$ cat config.mk
export PLATFORM = sky130hd
export DESIGN_NAME = apb_slave_regif
export DESIGN_NICKNAME = d
export VERILOG_FILES = /design/src/rtl/apb_regif_pkg.sv /design/src/rtl/apb_wait_ctr.sv /design/src/rtl/apb_slave_regif.sv
export SDC_FILE = /design/constraint.sdc
export NUM_CORES = 1
export LEC_CHECK = 0
export CORE_MARGIN = 3
export CORE_UTILIZATION = 46
export CTS_CLUSTER_DIAMETER = 60
export DETAILED_ROUTE_END_ITERATION = 12
export GPL_ROUTABILITY_DRIVEN = 0
export PLACE_DENSITY_LB_ADDON = 0.05
export SLEW_MARGIN = 15
export SYNTH_ARGS = -nofsm -noshare
export SYNTH_HDL_FRONTEND = slang
export SYNTH_SLANG_ARGS = --single-unit
$ cat constraint.sdc
create_clock -name pclk -period 3.5 [get_ports pclk]
set_clock_uncertainty 0.2 [all_clocks]
set_input_delay 0.7 -clock pclk [delete_from_list [all_inputs] [get_ports pclk]]
set_output_delay 0.7 -clock pclk [all_outputs]
set_load 0.02 [all_outputs]
$ cat src/rtl/apb_regif_pkg.sv
`default_nettype none
// ============================================================================
// Module   : apb_regif_pkg
// Brief    : Shared types, widths and helpers for the APB register interface.
// Revision : 1.0 - initial release
// ============================================================================
package apb_regif_pkg;

  localparam int APB_DATA_W = 32;
  localparam int APB_STRB_W = 4;

  // Bus-side FSM state
  typedef enum logic [1:0] {
    ST_IDLE   = 2'd0,
    ST_SETUP  = 2'd1,
    ST_ACCESS = 2'd2
  } apb_state_e;

  // Expand one strobe bit per byte lane into a full-width bit mask
  function automatic logic [APB_DATA_W-1:0] lane_mask(input logic [APB_STRB_W-1:0] strb);
    logic [APB_DATA_W-1:0] m;
    m = '0;
    for (int b = 0; b < APB_STRB_W; b++) begin
      m[8*b +: 8] = {8{strb[b]}};
    end
    return m;
  endfunction

endpackage
`default_nettype wire

$ cat src/rtl/apb_wait_ctr.sv
`default_nettype none
// ============================================================================
// Module   : apb_wait_ctr
// Brief    : Wait-state counter for the APB ACCESS phase. Clear has priority
//            over enable; done is high while the count equals WAIT_STATES.
// Revision : 1.0 - initial release
// ============================================================================
module apb_wait_ctr #(
  parameter int WAIT_STATES = 0
) (
  input  logic clk,
  input  logic rst_n,
  input  logic i_clr,
  input  logic i_en,
  output logic o_done
);

  localparam logic [3:0] c_wait_max = 4'(WAIT_STATES);

  logic [3:0] r_cnt;

  // Count ACCESS cycles; cleared whenever the transfer is not in a wait cycle
  always_ff @(posedge clk or negedge rst_n) begin
    if (!rst_n) begin
      r_cnt <= '0;
    end else if (i_clr) begin
      r_cnt <= '0;
    end else if (i_en) begin
      r_cnt <= r_cnt + 4'd1;
    end
  end

  assign o_done = (r_cnt == c_wait_max);

endmodule
`default_nettype wire

$ cat src/rtl/apb_slave_regif.sv
`default_nettype none
// ============================================================================
// Module   : apb_slave_regif
// Brief    : APB slave decoding transfers into NUM_REGS 32-bit RW registers,
//            with programmable wait states and pslverr on bad addresses.
//            Optional macro APB_PSTRB_EN enables per-byte write strobes;
//            without it pstrb is ignored and writes update all 32 bits.
// Revision : 1.0 - initial release
// ============================================================================
module apb_slave_regif
  import apb_regif_pkg::*;
#(
  parameter int ADDR_W      = 8,
  parameter int NUM_REGS    = 4,
  parameter int WAIT_STATES = 0
) (
  input  logic                         pclk,
  input  logic                         preset_n,
  input  logic                         psel,
  input  logic                         penable,
  input  logic                         pwrite,
  input  logic [ADDR_W-1:0]            paddr,
  input  logic [APB_DATA_W-1:0]        pwdata,
  input  logic [APB_STRB_W-1:0]        pstrb,
  output logic [APB_DATA_W-1:0]        prdata,
  output logic                         pready,
  output logic                         pslverr,
  output logic [APB_DATA_W*NUM_REGS-1:0] reg_q,
  output logic [NUM_REGS-1:0]          reg_wr
);

  apb_state_e             r_state;
  logic [NUM_REGS-1:0]    r_reg_wr;
  logic [ADDR_W-3:0]      w_idx;
  logic                   w_err;
  logic                   w_in_access;
  logic                   w_ctr_done;
  logic                   w_ctr_clr;
  logic                   w_ctr_en;
  logic                   w_complete;
  logic                   w_commit;
  logic [NUM_REGS-1:0]    w_sel;
  logic [APB_DATA_W-1:0]  w_wmask;
  logic [APB_DATA_W-1:0]  w_rd_word;

  // Address decode: word index plus misalignment / out-of-range error
  assign w_idx = paddr[ADDR_W-1:2];
  assign w_err = (paddr[1:0] != 2'b00) || (32'(w_idx) >= 32'(NUM_REGS));

  // The transfer completes only while still selected; dropping psel early aborts it
  assign w_in_access = (r_state == ST_ACCESS);
  assign w_complete  = w_in_access && psel && w_ctr_done;
  assign w_commit    = w_complete && pwrite && !w_err;
  assign w_ctr_en    = w_in_access && psel;
  assign w_ctr_clr   = !w_in_access || !psel || w_ctr_done;

`ifdef APB_PSTRB_EN
  assign w_wmask = lane_mask(pstrb);
`else
  logic w_unused_pstrb;
  assign w_unused_pstrb = ^pstrb;
  assign w_wmask        = {APB_DATA_W{1'b1}};
`endif

  apb_wait_ctr #(
    .WAIT_STATES(WAIT_STATES)
  ) u_wait_ctr (
    .clk   (pclk),
    .rst_n (preset_n),
    .i_clr (w_ctr_clr),
    .i_en  (w_ctr_en),
    .o_done(w_ctr_done)
  );

  // Bus FSM: IDLE -> SETUP on setup phase, SETUP -> ACCESS on enable, back to IDLE on completion or abort
  always_ff @(posedge pclk or negedge preset_n) begin
    if (!preset_n) begin
      r_state <= ST_IDLE;
    end else begin
      case (r_state)
        ST_IDLE: begin
          if (psel && !penable) r_state <= ST_SETUP;
        end
        ST_SETUP: begin
          if (!psel)        r_state <= ST_IDLE;
          else if (penable) r_state <= ST_ACCESS;
        end
        ST_ACCESS: begin
          if (!psel || w_ctr_done) r_state <= ST_IDLE;
        end
        default: r_state <= ST_IDLE;
      endcase
    end
  end

  // Register bank: one word per index, written only on the completing edge
  for (genvar i = 0; i < NUM_REGS; i++) begin : g_regs
    logic [APB_DATA_W-1:0] r_reg;

    assign w_sel[i] = (32'(w_idx) == 32'(i));

    // Merge write data into the selected byte lanes
    always_ff @(posedge pclk or negedge preset_n) begin
      if (!preset_n) begin
        r_reg <= '0;
      end else if (w_commit && w_sel[i]) begin
        r_reg <= (r_reg & ~w_wmask) | (pwdata & w_wmask);
      end
    end

    assign reg_q[APB_DATA_W*i +: APB_DATA_W] = r_reg;
  end

  // Write-strobe pulse to the core, one cycle after the committing edge
  always_ff @(posedge pclk or negedge preset_n) begin
    if (!preset_n) begin
      r_reg_wr <= '0;
    end else begin
      r_reg_wr <= w_commit ? w_sel : '0;
    end
  end

  // Read mux over the register bank
  always_comb begin
    w_rd_word = '0;
    for (int i = 0; i < NUM_REGS; i++) begin
      if (w_sel[i]) w_rd_word = reg_q[APB_DATA_W*i +: APB_DATA_W];
    end
  end

  assign reg_wr  = r_reg_wr;
  assign pready  = w_complete;
  assign pslverr = w_complete && w_err;
  assign prdata  = (w_complete && !pwrite && !w_err) ? w_rd_word : '0;

endmodule
`default_nettype wire

==> out/metrics.cfg <==
[outcome]
status = completed

[sta]
fmax_mhz = 290
min_period_ps = 3450
rsz0062_at_grt = false
tightest_slew_ps = 695
hold_violations = 0
final.period_utilization_pct = 98.6
slew_headroom_pct = 53.7
fin_hold_ws_ps = 126
slew_viol_final = 0
finalSetupViolCount = 0

[synthesis]
avgSynthCellArea_um2 = 16.0
synth_fp_nets = 445
synthDistinctLibCells = 34
ys_ff_latch = 138
yosysSeqAreaShare_pct = 54.9
yosys_warnings = 0
synth_area_um2 = 6290
netlist_instances = 394

[pwr]
leakage_uw = 0.00441
vdd_drop_max_mv = 0.264
p_per_area_nw_per_um2 = 369

[cts]
root_buffer = clkbuf_16
clk_pin_slew_ps = 50
max-clock-path-buffers = 2
cts_tree = done
cts_made_buffers = 17
cts_sinks = 138
htreeDepth = 4
clk_latency_ps = 400
hold_buffers = 0

[routing]
via_per_inst = 5.41
post_drt_wl_per_cell_um = 21.4
drtPass1Iterations = 4
ant_nets = 0
dr.first_iter.drc_count = 186
drcViolationCount = 0
wl_um = 17500
num_vias = 4429

[critical_path]
startpoint_type = input port
cp.arrival_ps = 2550
endpoint_kind = output port
worst-path-max-fanout = 8
required_ps = 2600
crit_type = input port to output port

[finish]
largest_register_ffs = 128
design_area_um2 = 9290
drive_gt1_share_pct = 29.9
n_antenna_cell = 0
fill_cells = 935
final_core_util_pct = 69.9
syn2layout_area_growth_pct = 47.7
nets = 682

[placed_design]
io_buffers = 210
dp_hpwl_um = 11900
placed_cell_area_um2 = 8720

[min_path]
hold_class = input port to asynchronous set/reset pin

[floorplanning]
die_x_um = 123
rows = 42
initial_utilization_pct = 47.3
fp.dieH_um = 123
design.core.area_um2 = 13300
io-pin-count = 215
die_area_um2 = 15100

[run]
maxCapViolations = 0

[global_route]
grt_use_total_pct = 24.2
grt_pass1_vias = 4772
grt_max_degree = 76
grt_pass1_wl_um = 27300
antenna_found_initial = 0
overflow = 0

-- metrics by stage --
stage	power, uW	cells	TNS, ps	worst slack, ps
final	3430	818	0	49.2
after floorplan	1680	394	0	20.4
after global routing	3550	818	0	0.280
after global placement	1810	784	-16490	-622
after detailed placement	1810	784	-17050	-669
after CTS	3470	819	-308	-85.7
-- cells in the mapped netlist --
cell type	count	area, um^2
dfrtp_1	138	3450
mux2_1	77	867
mux2_2	51	574
mux4_2	26	586
nor2b_1	23	144
mux2i_1	12	120
buf_4	10	75.1
a221oi_1	6	52.6
nor2_1	6	22.5
buf_6	5	56.3
buf_2	4	20.0
clkbuf_1	4	15.0
inv_1	4	15.0
nor4_4	4	85.1
and2b_1	3	22.5
ha_1	2	25.0
or4_4	2	22.5
buf_1	1	3.75
nand2_1	1	3.75
nand2b_1	1	6.26
nand3_1	1	5.00
nand3b_1	1	7.51
nand4b_1	1	8.76
nand4bb_1	1	11.3
nor3b_1	1	7.51
o31a_1	1	8.76
or3_1	1	6.26
or3b_2	1	8.76
or4_1	1	7.51
or4b_1	1	10.0
or4b_2	1	10.0
or4bb_1	1	11.3
xnor2_1	1	8.76
xor2_1	1	8.76
-- report_power, final --
group | internal, uW | switching (uW)
clock | 1020 | 632
sequential | 1600 | 2.66
combinational | 81.8 | 96.3
total | 2700 | 731
-- final timing paths --
path	startpoint	end	slack (ps)	cells past startpoint
max reg2reg	u_wait_ctr.r_cnt[1]	g_regs[1].r_reg[14]	1050	6
max in group asynchronous	preset_n	g_regs[1].r_reg[6]	2220	2
min in group pclk	r_state[1]	r_state[0]	260	1
min reg2reg	r_state[1]	r_state[0]	260	1
min	preset_n	g_regs[1].r_reg[29]	130	1
max	paddr[4]	prdata[15]	50	6
-- cell families (layout without fill, tap and decap cells) --
logic type	Yosys count	in the layout	share of synthesized area, %
XOR/XNOR	2	2	0.279
multiplexers	166	166	34.1
flip-flops	138	138	54.9
buffers and inverters	28	276	2.94
AO/OA/AOI/OAI	7	7	0.975
adder cells (fa/ha/maj)	2	2	0.398
AND/OR/NAND/NOR	51	51	6.37
-- per-layer routing --
metal,GRT usage [%],vias to the layer above,wire length [um]
li1,-,1942,-
met1,31.4,2320,7230
met2,39.8,151,8830
met3,6.22,16,1180
met4,7.91,0,238
met5,0,-,0
-- cell usage in the layout, fill, tap and decap left out, types with 2 or more instances in the layout --
| master | count |
|---|---|
| clkinv_2 | 5 |
| a221oi_2 | 3 |
| nor2_1 | 6 |
| buf_4 | 36 |
| a221oi_4 | 3 |
| clkbuf_1 | 2 |
| nor2b_1 | 21 |
| mux2_2 | 51 |
| and2b_1 | 3 |
| dlymetal6s2s_1 | 2 |
| mux2_1 | 77 |
| clkbuf_16 | 17 |
| mux4_2 | 26 |
| or4_4 | 2 |
| buf_16 | 2 |
| clkbuf_8 | 3 |
| nor2b_2 | 2 |
| dlygate4sd2_1 | 3 |
| clkbuf_2 | 3 |
| buf_12 | 6 |
| buf_6 | 4 |
| inv_1 | 4 |
| mux2i_1 | 12 |
| dfrtp_1 | 138 |
| nor4_4 | 4 |
| clkdlybuf4s50_1 | 167 |
| buf_2 | 19 |
-- critical path, cell delays in order --
cell and delay [ps]:
dlygate4sd2_1 230, or4_4 420, or4_4 640, buf_16 200, a221oi_4 180, buf_4 180
-- area by class of cell --
class	instances	area, um^2	area share, %
clock buffer	22	474	5.10
clock inverter	8	71.3	0.768
inverter	4	15.0	0.162
multi-input combinational	228	2730	29.4
sequential	138	3450	37.2
tap	176	220	2.37
timing repair buffer	242	2320	25.0
-- what timing repair did --
action | CTS | global route
cloned | 3 | 0
pin swaps | 4 | 4
gates resized for setup | 168 | 14
setup buffers | 2 | 0
setup endpoints to repair | 33 | 30
Power figures use the tool's default switching activity.
